**config.mk**
```make
export PLATFORM = sky130hd
export DESIGN_NAME = seg7_scan
export DESIGN_NICKNAME = d
export VERILOG_FILES = /design/src/rtl/seg7_pkg.sv /design/src/rtl/seg7_decode.sv /design/src/rtl/seg7_scan.sv
export SDC_FILE = /design/constraint.sdc
export NUM_CORES = 1
export LEC_CHECK = 0
export CAP_MARGIN = 40
export CELL_PAD_IN_SITES_DETAIL_PLACEMENT = 0
export CELL_PAD_IN_SITES_GLOBAL_PLACEMENT = 1
export CORE_ASPECT_RATIO = 1.1
export CORE_MARGIN = 1.5
export CORE_UTILIZATION = 30
export DETAILED_ROUTE_END_ITERATION = 6
export DONT_BUFFER_PORTS = 1
export GPL_ROUTABILITY_DRIVEN = 0
export PLACE_DENSITY = 0.48
export SLEW_MARGIN = 20
export SYNTH_ARGS = -nofsm -noshare
export SYNTH_HDL_FRONTEND = slang
export SYNTH_SLANG_ARGS = --single-unit
```
**constraint.sdc**
```tcl
create_clock -name clk -period 2.5 [get_ports clk]
set_input_delay 0.5 -clock clk [delete_from_list [all_inputs] [get_ports clk]]
set_output_delay 0.5 -clock clk [all_outputs]
set_load 0.005 [all_outputs]
```
**src/rtl/seg7_pkg.sv**
```systemverilog
// Shared constants and helpers for the multiplexed seven-segment display driver.
// Segment patterns are active-low, ordered {g,f,e,d,c,b,a}.
package seg7_pkg;

    localparam int NDIGITS = 8;

    localparam logic [6:0] SEG_0 = 7'h40;
    localparam logic [6:0] SEG_1 = 7'h79;
    localparam logic [6:0] SEG_2 = 7'h24;
    localparam logic [6:0] SEG_3 = 7'h30;
    localparam logic [6:0] SEG_4 = 7'h19;
    localparam logic [6:0] SEG_5 = 7'h12;
    localparam logic [6:0] SEG_6 = 7'h02;
    localparam logic [6:0] SEG_7 = 7'h78;
    localparam logic [6:0] SEG_8 = 7'h00;
    localparam logic [6:0] SEG_9 = 7'h10;
    localparam logic [6:0] SEG_A = 7'h08;
    localparam logic [6:0] SEG_B = 7'h03;
    localparam logic [6:0] SEG_C = 7'h46;
    localparam logic [6:0] SEG_D = 7'h21;
    localparam logic [6:0] SEG_E = 7'h06;
    localparam logic [6:0] SEG_F = 7'h0E;

    localparam logic [6:0] SEG_OFF = 7'h7F;
    localparam logic [7:0] AN_OFF  = 8'hFF;

    // True when nibbles idx..7 of word are all zero (the digit is a leading zero).
    function automatic logic upper_zero(input logic [31:0] word, input logic [2:0] idx);
        logic z;
        z = 1'b1;
        for (int i = 0; i < NDIGITS; i++) begin
            if ((i >= int'(idx)) && (word[4*i +: 4] != 4'h0)) begin
                z = 1'b0;
            end
        end
        return z;
    endfunction

endpackage

```
**src/rtl/seg7_decode.sv**
```systemverilog
// Combinational hex nibble to active-low seven-segment pattern decoder.
module seg7_decode
    import seg7_pkg::*;
(
    input  logic [3:0] nibble,
    output logic [6:0] seg
);

    // Full hexadecimal decode table.
    always_comb begin
        seg = SEG_OFF;
        case (nibble)
            4'h0:    seg = SEG_0;
            4'h1:    seg = SEG_1;
            4'h2:    seg = SEG_2;
            4'h3:    seg = SEG_3;
            4'h4:    seg = SEG_4;
            4'h5:    seg = SEG_5;
            4'h6:    seg = SEG_6;
            4'h7:    seg = SEG_7;
            4'h8:    seg = SEG_8;
            4'h9:    seg = SEG_9;
            4'hA:    seg = SEG_A;
            4'hB:    seg = SEG_B;
            4'hC:    seg = SEG_C;
            4'hD:    seg = SEG_D;
            4'hE:    seg = SEG_E;
            4'hF:    seg = SEG_F;
            default: seg = SEG_OFF;
        endcase
    end

endmodule

```
**src/rtl/seg7_scan.sv**
```systemverilog
// Time-multiplexed 8-digit common-anode display scanner with frame-atomic loads,
// anti-ghosting gaps and optional leading-zero blanking.
module seg7_scan
    import seg7_pkg::*;
#(
    parameter int DIV = 100000,
    parameter int GAP = 4
) (
    input  logic        clk,
    input  logic        rst_n,
    input  logic [31:0] datain,
    input  logic        load,
    input  logic        en,
    input  logic        blank_zero,
    input  logic [7:0]  dp_mask,
    output logic [31:0] data_q,
    output logic [2:0]  sel,
    input  logic [3:0]  nibble,
    output logic [7:0]  an,
    output logic [6:0]  seg,
    output logic        dp,
    output logic        pending,
    output logic        frame_done
);

    localparam int              PW   = $clog2(DIV);
    localparam logic [PW-1:0]   LAST = PW'(DIV - 1);
    localparam logic [PW-1:0]   GAPV = PW'(GAP);

    logic [PW-1:0] pcnt_r;
    logic [2:0]    sel_r;
    logic [31:0]   data_r;
    logic [31:0]   stage_r;
    logic          pending_r;
    logic          frame_done_r;
    logic [7:0]    an_r;
    logic [6:0]    seg_r;
    logic          dp_r;

    logic          tick_s;
    logic          boundary_s;
    logic          blank_s;
    logic [6:0]    dec_s;

    seg7_decode u_decode (
        .nibble (nibble),
        .seg    (dec_s)
    );

    // Slot tick, frame boundary and blanking conditions for the current digit.
    always_comb begin
        tick_s     = en && (pcnt_r == LAST);
        boundary_s = tick_s && (sel_r == 3'd7);
        blank_s    = (pcnt_r < GAPV) || !en ||
                     (blank_zero && (sel_r != 3'd0) && upper_zero(data_r, sel_r));
    end

    // Prescaler and digit index; both freeze while scanning is disabled.
    always_ff @(posedge clk or negedge rst_n) begin
        if (!rst_n) begin
            pcnt_r <= '0;
            sel_r  <= 3'd0;
        end else if (tick_s) begin
            pcnt_r <= '0;
            sel_r  <= sel_r + 3'd1;
        end else if (en) begin
            pcnt_r <= pcnt_r + PW'(1);
        end
    end

    // Staging register and pending flag; a load on the boundary re-arms pending.
    always_ff @(posedge clk or negedge rst_n) begin
        if (!rst_n) begin
            stage_r   <= 32'h0000_0000;
            pending_r <= 1'b0;
        end else if (load) begin
            stage_r   <= datain;
            pending_r <= 1'b1;
        end else if (boundary_s) begin
            pending_r <= 1'b0;
        end
    end

    // Active word only changes at a frame boundary so a frame is never torn.
    always_ff @(posedge clk or negedge rst_n) begin
        if (!rst_n) begin
            data_r       <= 32'h0000_0000;
            frame_done_r <= 1'b0;
        end else begin
            frame_done_r <= boundary_s;
            if (boundary_s && pending_r) begin
                data_r <= stage_r;
            end
        end
    end

    // Registered active-low display drive.
    always_ff @(posedge clk or negedge rst_n) begin
        if (!rst_n) begin
            an_r  <= AN_OFF;
            seg_r <= SEG_OFF;
            dp_r  <= 1'b1;
        end else if (blank_s) begin
            an_r  <= AN_OFF;
            seg_r <= SEG_OFF;
            dp_r  <= 1'b1;
        end else begin
            an_r  <= ~(8'h01 << sel_r);
            seg_r <= dec_s;
            dp_r  <= ~dp_mask[sel_r];
        end
    end

    assign data_q     = data_r;
    assign sel        = sel_r;
    assign an         = an_r;
    assign seg        = seg_r;
    assign dp         = dp_r;
    assign pending    = pending_r;
    assign frame_done = frame_done_r;

endmodule
```
==> results by group <==
Outcome
  – Status: complete, but fails checks
  – Failing checks: negative hold slack

Routing
  – TritonRoute pass-1 iters: 6
  – Wl on met1: 4210 µm
  – DRC Markers: 0
  – Vias per cell: 4.84
  – Final wirelength: slightly below 10,000 µm
  – Drt wl/cell: 18.0 µm
  – Routed wl met2: 4730 µm
  – Detailed Route Iter0 Violations: ~120
  – Max Used Layer: met4
  – Via count: between 2k and 3k
  – Antenna viol nets, final: 0
  – Met3 Routed Length: 713 µm

Clock network
  – CTS Buffer Depth: 2
  – TritonCTS Buffers: 9
  – Clock Sinks: 102
  – Clock latency on the worst-skew pair: 350 ps
  – Post-cts sizing count: 0
  – Worst-path clk slew: 70 ps
  – Root Buffer: clkbuf_16
  – Post-CTS setup buffer count: 0
  – CTS tree: done
  – CTS HTree Levels: 3

STA
  – Least-Margin Pin Slew: 634 ps
  – Clock Skew: 6.89 ps
  – # setup viols final: 0
  – Slew HR: 57.4%
  – Final setup margin: 379 ps
  – Maximum clock frequency: 0.471 GHz
  – Crit path time final: 2120 ps
  – Setup_tns: 0 ps
  – Final Cycle Share: 84.8%
  – Slew Limit Fails: 0
  – Final hold vios: 88
  – Hold Worst Slack: -151 ps
  – RSZ-0062 raised after global routing: no

Cells and area
  – Final nets: 403
  – Final core utilization: 34.0%
  – Non-filler cells in the finished layout: 542
  – Multi-input logic area: approximately 1900 µm²
  – Synth-to-layout area growth: 11.1%
  – Fillcell total: 1,529
  – Number of diodes: 0
  – FF/Latch Area: 2570 µm²
  – Share of cells above drive strength 1: 32.7%

Placed design
  – DP Cell Count: between 500 and 600
  – Port Buffers: 0
  – HPWL after detailed placement: 6720 µm
  – Worst slack, placed: 360 ps

Die
  – Die area: 16,000 µm²
  – Core Area: between 10,000 and 15,000 µm²
  – Num ports: 102
  – Starting density of the core: a little under a third
  – Die W: around 120 µm
  – FP Rows: 47
  – Die height: 132 µm

Yosys
  – Avg Cell Area, Syn: 13.5 µm²
  – Register area share after synthesis: 56.4%
  – YS warnings: 0
  – Mapped Area: 4560 µm²
  – Synth unique cells: 38
  – Mapped Nets: 400
  – Synthesized netlist cell count: 338
  – Synthesis-stage register bit count: 102

Critical path
  – Top delay family on crit path: simple AND/OR/NAND/NOR gates
  – Critical Path AT: ~2400 ps
  – Crit path kind: register to register
  – Crit end category: register
  – Crit path required time: 2780 ps
  – CP cell instances: or4b_1, a211o_1, a2111oi_2, nand3_2, nand3_1
  – Worst Path Max Fanout: 15
  – Slowest cell delay on critical path: 550 ps
  – Bufs and invs on worst path: 0
  – CP max-delay cell: or4b_1
  – CP startpoint kind: register

Worst hold path
  – HP Class: primary input to asynchronous set/reset pin

GRT
  – Total track usage: 13.0%
  – GRT overflow: 0
  – Vias in the first global route: 2,760
  – First-pass GRT wire length: 15,800 µm
  – Largest net degree at the start of global routing: 103
  – Initial antenna violation count: 0

Power and ir drop
  – Max IR drop VDD: between 0.2 and 0.3 mV
  – Cell Pwr Density: 682 nW/µm²
  – Pleak: 2.30 nW

Flow run
  – Max-cap violations: 0
==> cell usage after synthesis <==
master     count  area [µm²]
nand3b_1       1        7.51
a22oi_1        1        7.51
and3_1         2        12.5
and4_1         1        8.76
xnor2_1       10        87.6
nor4_1        12        75.1
nor3_1         3        15.0
dfstp_2       16         420
ha_1          13         163
dfrtp_1       86        2150
a211oi_1       1        7.51
mux2i_1        2        20.0
xor2_1         4        35.0
nor2_1        13        48.8
a211o_1        1        8.76
o21ai_0       12        60.1
o21a_1         1        7.51
and2_1         1        6.26
mux2_4        30         450
a2111oi_2      1        15.0
nor4_4         1        21.3
nand3_1       19        95.1
o32ai_1        1        8.76
a21oi_1        4        20.0
clkbuf_1      10        37.5
buf_2          2        10.0
inv_1         11        41.3
or4b_1         1        10.0
nand2_1       17        63.8
a41o_1         1        10.0
a32oi_1        1        8.76
a21o_1         1        7.51
buf_6          4        45.0
nand3_2        2        20.0
mux2_2        36         405
or4_1          2        15.0
nand4_1       11        68.8
mux4_2         3        67.6
==> placed cells by master, fill, tap and decap left out, types with 12 or more instances in the layout <==
cell type / Yosys / routed
dfrtp_1: 86 / 86
dfstp_2: 16 / 16
ha_1: 13 / 13
mux2_2: 36 / 36
mux2_4: 30 / 30
nand2_1: 17 / 17
nand3_1: 19 / 19
nor2_1: 13 / 13
nor4_1: 12 / 12
o21ai_0: 12 / 12
==> registers in the layout (all words and copies together), names as in the netlist <==
register and count:
an 8, data_q 32, dp 1, frame_done 1
pcnt_r 17, pending 1, seg 7, sel 3
stage_r 32
==> path summary, 6_finish.rpt <==
kind | startpoint | end | slack, ps | depth (start not counted)
min in group clk | en | pcnt_r[1]$_DFFE_PN0P_ | 250 | 1
max in group asynchronous | rst_n | an[0]$_DFF_PN1_ | 2430 | 0
max reg2reg | data_q[29]$_DFFE_PN0P_ | seg[5]$_DFF_PN1_ | 380 | 5
max | data_q[29]$_DFFE_PN0P_ | seg[5]$_DFF_PN1_ | 380 | 5
min reg2reg | stage_r[11]$_DFFE_PN0P_ | data_q[11]$_DFFE_PN0P_ | 500 | 1
min | rst_n | pcnt_r[4]$_DFFE_PN0P_ | -150 | 0
==> cells by family (layout without fill, tap and decap cells) <==
logic type | after synthesis | in the layout | share of synthesized area [%]
buffers and inverters | 27 | 35 | 2.93
xor gates and xnor gates | 14 | 14 | 2.69
adders and majority gates | 13 | 13 | 3.56
DFF | 102 | 102 | 56.4
muxes | 71 | 71 | 20.7
AOI/OAI and AO/OA | 25 | 25 | 3.54
and+or+nand+nor | 86 | 86 | 10.3
==> metrics by stage <==
step | power (mW) | cell area (µm²) | hold slack [ps]
floorplan | 2.10 | 4560 | 204
global placement | 2.14 | 4790 | 213
detailed placement | 2.14 | 4790 | 213
CTS | 3.53 | 5070 | -178
global route | 3.62 | 5070 | -177
finish | 3.46 | 5070 | -151
==> layer usage <==
layer	global-route usage, %	vias to the layer above
met5	0	-
li1	-	1220
met3	5.62	8
met4	4.12	0
met1	16.4	1331
met2	20.1	63
==> area by class of cell <==
class	count	share of cell area, %
sequential	102	50.7
multi-input combinational	209	36.6
tap	196	4.84
clock buffer	9	4.44
timing repair buffer	8	1.43
clock inverter	7	1.11
inverter	11	0.814
==> power breakdown <==
| group | switching (mW) | internal (mW) | total [mW] |
|---|---|---|---|
| logic | 0.0978 | 0.132 | 0.230 |
| clock network | 0.662 | 0.688 | 1.35 |
| registers | 0.111 | 1.77 | 1.88 |
| total | 0.871 | 2.59 | 3.46 |
Note: power is estimated with default switching activity, not from simulation.
==> patch: new RTL, same settings <==
Remove the register `frame_done_r`: a continuous assignment takes its place, so the output `frame_done` follows one clock earlier.
--- a/src/rtl/seg7_scan.sv
+++ b/src/rtl/seg7_scan.sv
@@ -85,14 +85,14 @@
     always_ff @(posedge clk or negedge rst_n) begin
         if (!rst_n) begin
             data_r       <= 32'h0000_0000;
-            frame_done_r <= 1'b0;
         end else begin
-            frame_done_r <= boundary_s;
             if (boundary_s && pending_r) begin
                 data_r <= stage_r;
             end
         end
     end
+
+    assign frame_done_r = boundary_s;
 
     // Registered active-low display drive.
     always_ff @(posedge clk or negedge rst_n) begin
Formal check against the unedited RTL: same outputs for any inputs over 10 cycles, from zero or initial values and one cycle with rst_n low; that may be too few to reach the edited logic, so the function may still have changed.
==> patch against the unedited design <==
  * The run still ends with negative hold slack left
  * Power rose by 5.1%
  * Via count decreased by 0.72%
  * Sequential share of layout area shrank 0.58 points
  * Setup slack got worse by 0.14 ns
  * Non-clock buffer count is 1 lower
  * Clock power up 14%
  * Routed wire length down 0.28%
  * Area after synthesis is 0.55% lower
  * Design area is 0.17% higher
  * Sequential cell count is 1 lower
==> patch: results (changes against the unedited design) <==
run status=finished with violations (unchanged); failing checks=negative hold slack (unchanged); Synth area leaders=dfrtp_1 47%, mux2_4 9.9%, dfstp_2 9.3% (was dfrtp_1 47%, mux2_4 9.9%, dfstp_2 9.2%); number of clock buffers inserted by TritonCTS=9 (unchanged); Worst Path Arrival=1.76 ns (was 2.40 ns); met2 routed wirelength=4.59 mm (was 4.73 mm); router iterations before antenna repair=4 (was 6); met1 demand-to-capacity share in global routing=16.7% (was 16.4%); IR Drop Worst-Case VDD=290 uV (was 279 uV); GRT Total Usage=13.0% (about the same); met2 usage in global routing=19.5% (was 20.1%); Metal-1 WL=4.29 mm (was 4.21 mm); filler cell count in the final layout=1451 (was 1529); post-route clock skew=0.00791 ns (was 0.00689 ns); Final #Nets=401 (was 403); total vias in the final route=2603 (was 2622); setup slack at placement=0.341 ns (was 0.360 ns); post-synthesis sequential area ratio=56.1% (was 56.4%); leakage component of the power=2.30 nW (about the same); Psw=0.818 mW (was 0.871 mW); layout cells sized above 1=32.0% (was 32.7%); ranking of synthesized cells by instance count=85 x dfrtp_1, 36 x mux2_2, 30 x mux2_4, 19 x nand3_1, 17 x nand2_1 (was 86 x dfrtp_1, 36 x mux2_2, 30 x mux2_4, 19 x nand3_1, 17 x nand2_1); clock network power=1.54 mW (was 1.35 mW); cell type of the slowest stage on the worst timing path=dfrtp_1 (was or4b_1); global-route track usage on met3=5.28% (was 5.62%); Total Power Consumption=3.64 mW (was 3.46 mW); Crit Path Max Fanout=5 (was 15); number of design-rule violations left by the first detailed-router iteration=138 (was 116); first-pass GRT wire length=15.8 mm (about the same); instance count after placement with tap cells included=520 (was 526); slowest cell delay on critical path=0.42 ns (was 0.55 ns); length of routed met3 wiring=729 microns (was 713 microns); count of final hold-check violations=86 (was 88); Post-Synthesis Cells=337 (was 338); WL/cell=18.2 microns (was 18.0 microns); Synthesis Warnings=0 (unchanged); part of the total power dissipated in combinational logic=6.4% (was 6.6%); final hold slack=-0.147 ns (was -0.151 ns)
## patch: changes by cell type after synthesis, sizes merged
cell	delta
dfrtp	-1
## patch: through the flow
step / instance area, sq um / hold WS (ns)
6_report: 5080 / -0.147
3_3_place_gp: 4750 / 0.211
4_1_cts: 5080 / -0.171
2_1_floorplan: 4540 / 0.204
3_5_place_dp: 4750 / 0.213
5_1_grt: 5080 / -0.180
## patch: final cells by class
cell class | instances | area (sq um) | area share [%]
Sequential cell | 101 | 2550 | 50.1
Clock buffer | 13 | 260 | 5.12
Clock inverter | 3 | 67.6 | 1.33
Timing Repair Buffer | 7 | 65.1 | 1.28
Tap cell | 192 | 240 | 4.73
Multi-Input combinational cell | 209 | 1860 | 36.6
Inverter | 11 | 41.3 | 0.813
## patch: path summary, 6_finish.rpt
| check | from | slack (ns) | end |
|---|---|---|---|
| worst max-delay path | pcnt_r[12]$_DFFE_PN0P_ | 0.24 | frame_done |
| worst min-delay path | rst_n | -0.15 | pcnt_r[4]$_DFFE_PN0P_ |
| worst max register to register | data_q[29]$_DFFE_PN0P_ | 0.35 | an[3]$_DFF_PN1_ |
| worst min register to register | pcnt_r[8]$_DFFE_PN0P_ | 0.50 | pcnt_r[8]$_DFFE_PN0P_ |
| max in group asynchronous | rst_n | 2.35 | an[5]$_DFF_PN1_ |
| min in group clk | load | 0.25 | pending$_DFFE_PN0P_ |
## patch: kinds of logic (layout without fill, tap and decap cells)
kind of cell | after synthesis | after routing | synth area share [%]
multiplexers | 71 | 71 | 20.8
AO/OA/AOI/OAI | 25 | 25 | 3.56
buffers and inverters | 27 | 34 | 2.95
flip-flops | 101 | 101 | 56.1
XOR/XNOR | 14 | 14 | 2.70
adder cells (fa/ha/maj) | 13 | 13 | 3.58
AND/OR/NAND/NOR | 86 | 86 | 10.3
